**config.mk**
```make
export PLATFORM = sky130hd
export DESIGN_NAME = pcie_rx_sink
export DESIGN_NICKNAME = d
export VERILOG_FILES = /design/src/rtl/pcie_rx_sink.sv
export SDC_FILE = /design/constraint.sdc
export NUM_CORES = 1
export LEC_CHECK = 0
export CAP_MARGIN = 20
export CORE_MARGIN = 4
export CORE_UTILIZATION = 49
export DETAILED_ROUTE_END_ITERATION = 7
export GPL_ROUTABILITY_DRIVEN = 1
export PLACE_DENSITY = 0.8
export SYNTH_ARGS = -nofsm -noshare
export SYNTH_HDL_FRONTEND = slang
export SYNTH_SLANG_ARGS = --single-unit
```
**constraint.sdc**
```tcl
create_clock -name clk -period 3.1 [get_ports clk]
set_input_delay 0.465 -clock clk [delete_from_list [all_inputs] [get_ports clk]]
set_output_delay 0.465 -clock clk [all_outputs]
set_load 0.005 [all_outputs]
```
**src/rtl/pcie_rx_sink.sv**
```systemverilog
// Receive sink: round-robin pops from the D0/D1 output FIFOs, presents one word at a time
// downstream with per-source delivery counts. Optional route check: RX_SINK_ROUTE_CHECK_EN.
module pcie_rx_sink #(
  parameter int DATA_W = 6,
  parameter int CNT_W  = 8
) (
  input  logic              clk,
  input  logic              reset_L,
  input  logic              enable,
  input  logic              empty_D0,
  input  logic              empty_D1,
  input  logic [DATA_W-1:0] data_in0,
  input  logic [DATA_W-1:0] data_in1,
  output logic              pop_D0,
  output logic              pop_D1,
  output logic [DATA_W-1:0] data_out,
  output logic              valid_out,
  output logic              src_out,
  input  logic              ready_in,
  output logic [CNT_W-1:0]  count_D0,
  output logic [CNT_W-1:0]  count_D1,
  output logic              idle_out,
  output logic              error_out
);

  localparam int ROUTE_BIT = 4;

  typedef enum logic [1:0] {IDLE, RD, CAP, OUT} state_t;

  state_t            state;
  logic              last_src;
  logic              sel_src;
  logic              pick_vld;
  logic              pick_src;
  logic              issue;
  logic [DATA_W-1:0] cap_word;

  // Arbitration and the pop decision are made from the current inputs; pops are registered.
  always_comb begin
    pick_vld = enable && (!empty_D0 || !empty_D1);
    pick_src = (!empty_D0 && !empty_D1) ? ~last_src : empty_D0;
    issue    = pick_vld && ((state == IDLE) || ((state == OUT) && ready_in));
    cap_word = sel_src ? data_in1 : data_in0;
  end

  always_ff @(posedge clk) begin
    if (reset_L) begin
      state     <= IDLE;
      pop_D0    <= 1'b0;
      pop_D1    <= 1'b0;
      data_out  <= '0;
      valid_out <= 1'b0;
      src_out   <= 1'b0;
      count_D0  <= '0;
      count_D1  <= '0;
      idle_out  <= 1'b0;
      last_src  <= 1'b1;
      sel_src   <= 1'b0;
    end else begin
      pop_D0   <= issue && !pick_src;
      pop_D1   <= issue && pick_src;
      idle_out <= (state == IDLE) && empty_D0 && empty_D1;
      if (issue) begin
        sel_src  <= pick_src;
        last_src <= pick_src;
      end
      case (state)
        IDLE: if (issue) state <= RD;
        RD:   state <= CAP;
        CAP: begin
          data_out  <= cap_word;
          src_out   <= sel_src;
          valid_out <= 1'b1;
          state     <= OUT;
        end
        OUT: begin
          // A held word waits here; acceptance may chain straight into the next pop.
          if (ready_in) begin
            valid_out <= 1'b0;
            if (src_out) count_D1 <= count_D1 + CNT_W'(1);
            else         count_D0 <= count_D0 + CNT_W'(1);
            state <= issue ? RD : IDLE;
          end
        end
        default: state <= IDLE;
      endcase
    end
  end

`ifdef RX_SINK_ROUTE_CHECK_EN
  logic route_err;

  always_ff @(posedge clk) begin
    if (reset_L) begin
      route_err <= 1'b0;
    end else if ((state == CAP) && (cap_word[ROUTE_BIT] != sel_src)) begin
      route_err <= 1'b1;
    end
  end

  assign error_out = route_err;
`else
  assign error_out = 1'b0;
`endif

endmodule

```
# Yosys cells after proc, flatten, opt, wreduce, memory -nomap -nowiden

Index checks and enable logic that the tools add are counted.

Register bits after elaboration: 31
Bits of input ports: 18
Output and inout bits: 28
Logic and storage cells: 47

Equal/unequal tests: 5
Mux-type cells: 8
Reductions and logical operators: 19
Bitwise operators: 2
$add $sub $neg: 2

Operator list:

| cell                | count |
|---|---|
| $add 8x1->8 const B | 2 |
| $logic_and 1x1->1   | 8 |
| $pmux 2 s4          | 1 |
| $mux 6              | 1 |
| $reduce_and 3->1    | 2 |
| $eq 2x2->1 const B  | 2 |
| $mux 2              | 2 |
| $ne 2x2->1 const B  | 2 |
| $reduce_and 2->1    | 2 |
| $logic_not 1->1     | 3 |
| $mux 1              | 3 |
| $eq 2x1->1 const B  | 1 |
| $logic_not 2->1     | 1 |
| $logic_or 1x1->1    | 2 |
| $not 1->1           | 2 |
| $pmux 1 s2          | 1 |
| $reduce_bool 2->1   | 1 |

# Logic depth before layout (Yosys ltp)

Gate-level depths: netlist (run 1).

Depth after elaboration: 7
Depth in mapped cells: 5
Depth with buffers taken out: 5

# Worst setup path after synthesis (run 1)

OpenSTA, ideal clock, no wires.

Kind: register -> register
Start point: register state[1]
End point: register count_D0[7]
Buffers on the path: 1
Data arrival time: 1.459 ns
Setup slack: 1.520 ns
Cell stages (with the launch flop): 6
Clock period less this slack: 1.580 ns
Library setup time: 0.121 ns
Required time: 2.979 ns
Path through: dfxtp_1 ha_1 buf_6 nand2_1 nor4_1 mux2_2

Longest elaborated chain between the ends: 2

RTL lines:

| element                           | RTL line | RTL |
|---|---|---|
| from (decl)                       | 30       | `state_t state;` |
| from (signal assigned)            | 82       | `state <= issue ? RD : IDLE;` |
| $eq 2x2->1                        | 67       | `case (state)` |
| $reduce_and 3->1 (no source line) | --       |  |
| to (signal assigned)              | 81       | `else count_D0 <= count_D0 + CNT_W'(1);` |
| to (decl)                         | 20       | `output logic [CNT_W-1:0] count_D0,` |

No other way between the ends.
A chain may end at the register's enable or synchronous reset.

# Worst setup path after layout (run 1)

Same ends and word-level chain as after synthesis.

==> results of run 1 <==
-- synth_stat cells (3+ instances only) --
cell type	count	area [sq um]
mux2i_1	9	90.1
nor2_1	17	63.8
o31ai_1	5	37.5
inv_1	4	15.0
nand4_1	3	18.8
or4_1	4	30.0
dfxtp_1	31	621
xor2_1	4	35.0
a211oi_1	6	45.0
o21ai_0	6	30.0
ha_1	6	75.1
a21oi_1	13	65.1
nor3_1	3	15.0
nor2b_1	5	31.3
clkbuf_1	3	11.3
nand2_1	8	30.0
nand3_1	4	20.0
-- placed cells by master, fill, tap and decap left out, types with 2 or more instances in the layout --
cell / count
o31ai_1: 5
or3_1: 2
nand3_1: 4
nor4_1: 2
or4_1: 4
xor2_1: 4
nor3_1: 3
nand2_1: 8
dfxtp_1: 31
mux2_2: 2
or3_2: 2
a211oi_1: 6
nor3b_1: 2
clkbuf_4: 5
nand4_1: 3
a21oi_1: 13
clkdlybuf4s50_1: 44
ha_1: 6
inv_1: 4
mux2i_1: 9
nor2b_1: 5
nor2_1: 17
o21ai_0: 6
-- cells by family (layout without fill, tap and decap cells) --
kind of cell / after synthesis / in the layout / synth area share
multiplexers: 11 / 11 / 0.0774
other: 1 / 1 / 0.00258
flip-flops: 31 / 31 / 0.426
AO/OA/AOI/OAI: 37 / 37 / 0.162
adder cells (fa/ha/maj): 6 / 6 / 0.0516
AND/OR/NAND/NOR: 58 / 58 / 0.217
buffers and inverters: 12 / 57 / 0.0395
XOR/XNOR: 4 / 4 / 0.0241
-- worst paths after layout --
check / from / endpoint / slack, ns / depth (start not counted)
worst max-delay path: state[1]$_SDFFE_PP0P_ / count_D0[7]$_SDFFE_PP0P_ / 1.20 / 4
worst min-delay path: data_out[1]$_SDFFE_PP0P_ / data_out[1]$_SDFFE_PP0P_ / 0.50 / 2
worst max register to register: state[1]$_SDFFE_PP0P_ / count_D0[7]$_SDFFE_PP0P_ / 1.20 / 4
worst min register to register: data_out[1]$_SDFFE_PP0P_ / data_out[1]$_SDFFE_PP0P_ / 0.50 / 2
-- flip-flops by register name, summed over array words and instances (netlist names) --
name	flops
count_D0	8
count_D1	8
data_out	6
state	2
idle_out	1
last_src	1
pop_D0	1
pop_D1	1
sel_src	1
src_out	1
valid_out	1
-- stage by stage --
| stage | setup slack [ns] | hold WS (ns) |
|---|---|---|
| finish | 1.20 | 0.504 |
| global route | 1.05 | 0.544 |
| CTS | 1.19 | 0.496 |
| detailed placement | 0.892 | 0.477 |
| global placement | 0.952 | 0.475 |
| floorplan | 1.52 | 0.478 |
-- cell type report --
cell class,count,area (sq um),area share
Timing Repair Buffer,45,448,0.226
Clock inverter,2,35.0,0.0176
Inverter,4,15.0,0.00756
Multi-Input combinational cell,117,777,0.391
Sequential cell,31,621,0.313
Clock buffer,6,51.3,0.0258
Tap cell,31,38.8,0.0195
-- worst min-delay path, stage by stage, from the launching register on --
cell and delay, ns:
dfxtp_1 0.33, nor2_1 0.08, a211oi_1 0.05
-- power groups by stage --
stage                     Combinational (mW)  Sequential, mW  Clock, mW
after floorplan                        0.241           0.498          0
after CTS                              0.378           0.503      0.344
after global placement                 0.361           0.507          0
after detailed placement               0.374           0.509          0
after global routing                   0.420           0.511      0.365
final                                  0.377           0.503      0.336
-- layer usage --
layer / GRT usage / vias up / routed length (um)
li1: - / 665 / -
met1: 0.201 / 601 / 1430
met2: 0.321 / 46 / 1680
met3: 0.0809 / 5 / 242
met4: 0.0661 / 0 / 49
met5: 0 / - / 0
==> qor.txt, run 1 <==
==================================================================================
Maximum clock skew at final layout ..................................   0.00916 ns
Largest fanout of any net on the critical path ......................           11
Pin count of the biggest net entering global routing ................           19
Switching fraction of total power ...................................        0.308
Cells along the critical path ....................................... ha_1, nand2_1, nor4_1, mux2_2
Status .............................................................. finished clean
Distinct cell type count after synthesis ............................           40
Residual DRC count ..................................................            0
Dpl cells ...........................................................          228
Clock-pin transition on the worst setup and hold timing paths .......      0.10 ns
Fill cells ..........................................................          219
Initial antenna violation count .....................................            0
Final worst path period share .......................................        0.612
Switching power total ...............................................     0.375 mW
Diode count .........................................................            0
Routed wire length ..................................................      3.40 mm
RSZ-0062 raised after global routing ................................        false
Chip width ..........................................................      62.5 um
Normalized max-slew margin ..........................................        0.640
Power per cell area .................................................  612 nW/um^2
P_leak ..............................................................     0.725 nW
Die area ............................................................   3910 sq um
Synth async-reset ratio .............................................            0
Synth Instances .....................................................          160
Worst path bufs/invs ................................................            0
Worst stage delay on the critical path ..............................      0.43 ns
P&R area growth vs syn ..............................................        36.5%
Effective utilization at floorplan ..................................        0.519
Clock latency at the later pin of the worst-skew pair ...............      0.34 ns
Routed vias/inst ....................................................         5.58
Required time worst endpoint ........................................      3.33 ns
Cell class contributing the biggest share of worst-path delay ....... simple AND/OR/NAND/NOR gates
Dominant register cell in the synthesized netlist ...................      dfxtp_1
Vias post-DR ........................................................        1,317
Period minus WS final ...............................................      1.90 ns
Maximum clock path buffer count .....................................            2
Internal ............................................................     0.841 mW
Total Neg Setup Slack ...............................................         0 ns
Post-route cell area ................................................   1990 sq um
Post-CTS setup buffer count .........................................            0
Total of buffers placed on input and output ports ...................           44
Sequential cell area fraction in the yosys report ...................        0.426
Kind of capture point of the worst setup path .......................    flip-flop
Share of final-layout standard cells stronger than drive strength 1 .       0.0780
FMAX ................................................................      527 MHz
Syn Area/Cell .......................................................   9.09 sq um
Relative contribution of sequential cells to total power ............        0.414
Count of hold-fix buffers inserted at cts ...........................            0
Flop and latch count out of synthesis ...............................           31
Final setup vio count ...............................................            0
Overall Global Routing Usage ........................................        0.186
Detailed placer's ending HPWL .......................................      2.53 mm
Final core utilization ..............................................        0.708
Placed standard-cell area ...........................................   1900 sq um
Pre-antenna DRT Iters ...............................................            4
Signal arrival time at the worst endpoint ...........................      2.13 ns
Vert. Die Dim .......................................................      62.5 um
Reported max-cap violation count ....................................            0
Overall overflow remaining after global route .......................            0
Initial drt markers .................................................           62
Slew of the pin with the lowest slew margin .........................     0.539 ns
Final Net Count .....................................................          228
CP Class ............................................................ flip-flop to flip-flop
First-pass GRT wire length ..........................................      5.84 mm
Syn. warnings .......................................................            0
Number of max-slew violations in the final report ...................            0
Core Footprint ......................................................   2810 sq um
Row Count ...........................................................           19
H-tree lvl count ....................................................            2
Final weighted congestion in routability-driven placement ...........        0.765
Number of CTS-inserted buffers ......................................            5
CTS tree ............................................................          yes
Cell area after technology mapping ..................................   1460 sq um
Post-cts resize count ...............................................            0
Final Hold Fails ....................................................            0
Largest voltage drop on the vdd net .................................   0.000437 V
Clock share of power ................................................        0.276
Number of top-level pins ............................................           46
Final cell count without fillers ....................................          236
Syn_nets ............................................................          184
Remaining number of nets flagged by the antenna check after routing .            0
CP max-delay cell ...................................................         ha_1
Tot Pwr .............................................................      1.22 mW
Via count of the first global-routing pass ..........................        1,298
Hold crit path type ................................................. flip-flop to flip-flop
Final routed wire length divided by cell count ......................      14.4 um
Logic pwr share .....................................................        0.310
Clock root buffer ...................................................     clkbuf_4
EDFF count, synth ...................................................            0
TritonCTS Sinks .....................................................           31
Kind of start point of the critical path ............................    flip-flop
==================================================================================
No activity file was read; power rests on OpenSTA's default activity.
==> run 2, diff against run 1 <==
--- a/config.mk
+++ b/config.mk
@@ -7,10 +7,10 @@
 export LEC_CHECK = 0
 export CAP_MARGIN = 20
 export CORE_MARGIN = 4
-export CORE_UTILIZATION = 49
+export CORE_UTILIZATION = 45
 export DETAILED_ROUTE_END_ITERATION = 7
 export GPL_ROUTABILITY_DRIVEN = 1
-export PLACE_DENSITY = 0.8
+export PLACE_DENSITY = 0.74
 export SYNTH_ARGS = -nofsm -noshare
 export SYNTH_HDL_FRONTEND = slang
 export SYNTH_SLANG_ARGS = --single-unit
==> constraint.sdc (replaced) <==
create_clock -name clk -period 1.8 [get_ports clk]
set_input_delay 0.27 -clock clk [delete_from_list [all_inputs] [get_ports clk]]
set_output_delay 0.27 -clock clk [all_outputs]
set_load 0.005 [all_outputs]
==> run 2 against run 1 <==
Effect of this change:
- clock power grew 5%
- sequential share of layout area down 0.97 points
- register-to-register slack lost 1.0 ns
- first-iteration DRC count down 13%
- worst setup slack got worse by 1.0 ns
- combinational power grew 86%
- die area increased by 7.7%
- critical endpoint is now count_D1[7]$_SDFFE_PP0P_
- largest power group unchanged
==> qor.txt, run 2 (synthesis results as in run 1) <==
==================================================================================
Share of final-layout standard cells stronger than drive strength 1 .        0.121
Power per cell area .................................................  936 nW/um^2
Slew of the pin with the lowest slew margin .........................     0.507 ns
Number of CTS-inserted buffers ......................................            5
Number of max-slew violations in the final report ...................            0
Clock latency at the later pin of the worst-skew pair ...............      0.32 ns
Normalized max-slew margin ..........................................        0.662
Most common cell after layout, fill and taps aside .................. clkdlybuf4s50_1
Met1 track utilization from global routing ..........................        0.184
Hold crit path type ................................................. flip-flop to flip-flop
Signal arrival time at the worst endpoint ...........................      1.85 ns
Routed vias/inst ....................................................         5.23
Overall Global Routing Usage ........................................        0.177
Worst path bufs/invs ................................................            0
Required time worst endpoint ........................................      2.02 ns
TritonCTS Sinks .....................................................           31
GR Util met2 ........................................................        0.326
Post-route cell area ................................................   2050 sq um
RSZ-0062 raised after global routing ................................        false
Worst stage delay on the critical path ..............................      0.37 ns
CP Class ............................................................ flip-flop to flip-flop
Final setup vio count ...............................................            0
CTS tree ............................................................          yes
Clock-pin transition on the worst setup and hold timing paths .......      0.09 ns
Final Net Count .....................................................          240
Dpl cells ...........................................................          253
Via count of the first global-routing pass ..........................        1,340
CP max-delay cell ...................................................       mux2_2
Placed standard-cell area ...........................................   2010 sq um
P&R area growth vs syn ..............................................        40.8%
Maximum clock path buffer count .....................................            2
H-tree lvl count ....................................................            2
Row Count ...........................................................           20
Detailed placer's ending HPWL .......................................      2.74 mm
Biggest regs ........................................................ count_D0 (8), count_D1 (8), data_out (6)
Cell class contributing the biggest share of worst-path delay ....... simple AND/OR/NAND/NOR gates
Largest fanout of any net on the critical path ......................            7
Diode count .........................................................            0
Period minus WS final ...............................................      1.63 ns
Fill cells ..........................................................          269
Die area ............................................................   4210 sq um
Total Neg Setup Slack ...............................................         0 ns
Most used cells in the layout excluding fill and tap cells .......... clkdlybuf4s50_1 (44), dfxtp_1 (31), nor2_1 (17)
Largest voltage drop on the vdd net .................................   0.000805 V
Count of hold-fix buffers inserted at cts ...........................            0
Core Footprint ......................................................   3080 sq um
Routed wire length ..................................................      3.52 mm
Reported max-cap violation count ....................................            0
Initial drt markers .................................................           54
Status .............................................................. finished clean
Cells along the critical path ....................................... ha_2, nand2_1, nor4_1, mux2_2
Vias post-DR ........................................................        1,355
Final routed wire length divided by cell count ......................      13.6 um
Remaining number of nets flagged by the antenna check after routing .            0
Pre-antenna DRT Iters ...............................................            4
Residual DRC count ..................................................            0
Kind of capture point of the worst setup path .......................    flip-flop
Final weighted congestion in routability-driven placement ...........        0.772
Initial antenna violation count .....................................            0
Kind of start point of the critical path ............................    flip-flop
Final Hold Fails ....................................................            0
Chip width ..........................................................      64.9 um
Overall overflow remaining after global route .......................            0
Most heavily used metal layer in global routing .....................         met2
P_leak ..............................................................     0.754 nW
Tot Pwr .............................................................      1.92 mW
Pin count of the biggest net entering global routing ................           15
Final worst path period share .......................................        0.907
FMAX ................................................................      613 MHz
GRT met3 Usage ......................................................       0.0763
First-pass GRT wire length ..........................................      5.83 mm
Vert. Die Dim .......................................................      64.9 um
Final cell count without fillers ....................................          259
Clock root buffer ...................................................     clkbuf_4
Maximum clock skew at final layout ..................................   0.00750 ns
Number of top-level pins ............................................           46
Total of buffers placed on input and output ports ...................           44
Effective utilization at floorplan ..................................        0.473
==================================================================================
==> run 2: changes by cell type in the layout (fill, tap and decap cells not counted) <==
cell and change:
ha_1 -1, clkbuf_8 -1, bufinv_16 -1, clkbuf_1 +1, clkinv_2 -1, ha_2 +1, buf_4 +12
==> run 2: layout make-up <==
| cell class | instances | area (sq um) | share of cell area |
|---|---|---|---|
| clock buffers | 6 | 41.3 | 0.0201 |
| inverters | 4 | 15.0 | 0.00733 |
| multi-input cells | 117 | 779 | 0.380 |
| repair buffers | 57 | 538 | 0.263 |
| well taps | 44 | 55.1 | 0.0269 |
| flip-flops and latches | 31 | 621 | 0.303 |
==> run 2: where the power goes <==
part           total (mW)  switching, mW  internal [mW]
sequential          0.862         0.0772          0.784
combinational       0.703          0.331          0.372
clock               0.354          0.216          0.139
total                1.92          0.624           1.29
==> run 2: worst paths after layout <==
kind / start / to / slack (ns) / depth (start not counted)
worst max-delay path: state[0]$_SDFFE_PP0P_ / count_D1[7]$_SDFFE_PP0P_ / 0.17 / 4
worst min-delay path: data_out[4]$_SDFFE_PP0P_ / data_out[4]$_SDFFE_PP0P_ / 0.49 / 2
worst max register to register: state[0]$_SDFFE_PP0P_ / count_D1[7]$_SDFFE_PP0P_ / 0.17 / 4
worst min register to register: data_out[4]$_SDFFE_PP0P_ / data_out[4]$_SDFFE_PP0P_ / 0.49 / 2
==> run 2: layer usage <==
metal,routed length (um),up-vias
li1,-,691
met1,1430,623
met2,1820,37
met3,252,4
met4,15,0
met5,0,-
==> run 2: through the flow <==
| step | hold WS (ns) | utilization | worst slack (ns) |
|---|---|---|---|
| final | 0.494 | 0.666 | 0.167 |
| after detailed placement | 0.484 | 0.652 | -0.0289 |
| after floorplan | 0.388 | - | 0.220 |
| after global routing | 0.523 | 0.666 | 0.0247 |
| after CTS | 0.496 | 0.665 | 0.0373 |
| after global placement | 0.475 | 0.652 | 0.00607 |
==> run 2: repair_timing <==
action	CTS	global route
setup buffers	0	0
gates resized for setup	0	1
setup endpoints to repair	0	2
==> run 2: worst reg2reg max path, stage by stage, from the launching register on <==
cell and delay (ns):
dfxtp_1 0.36, ha_2 0.28, nand2_1 0.17, nor4_1 0.35, mux2_2 0.37
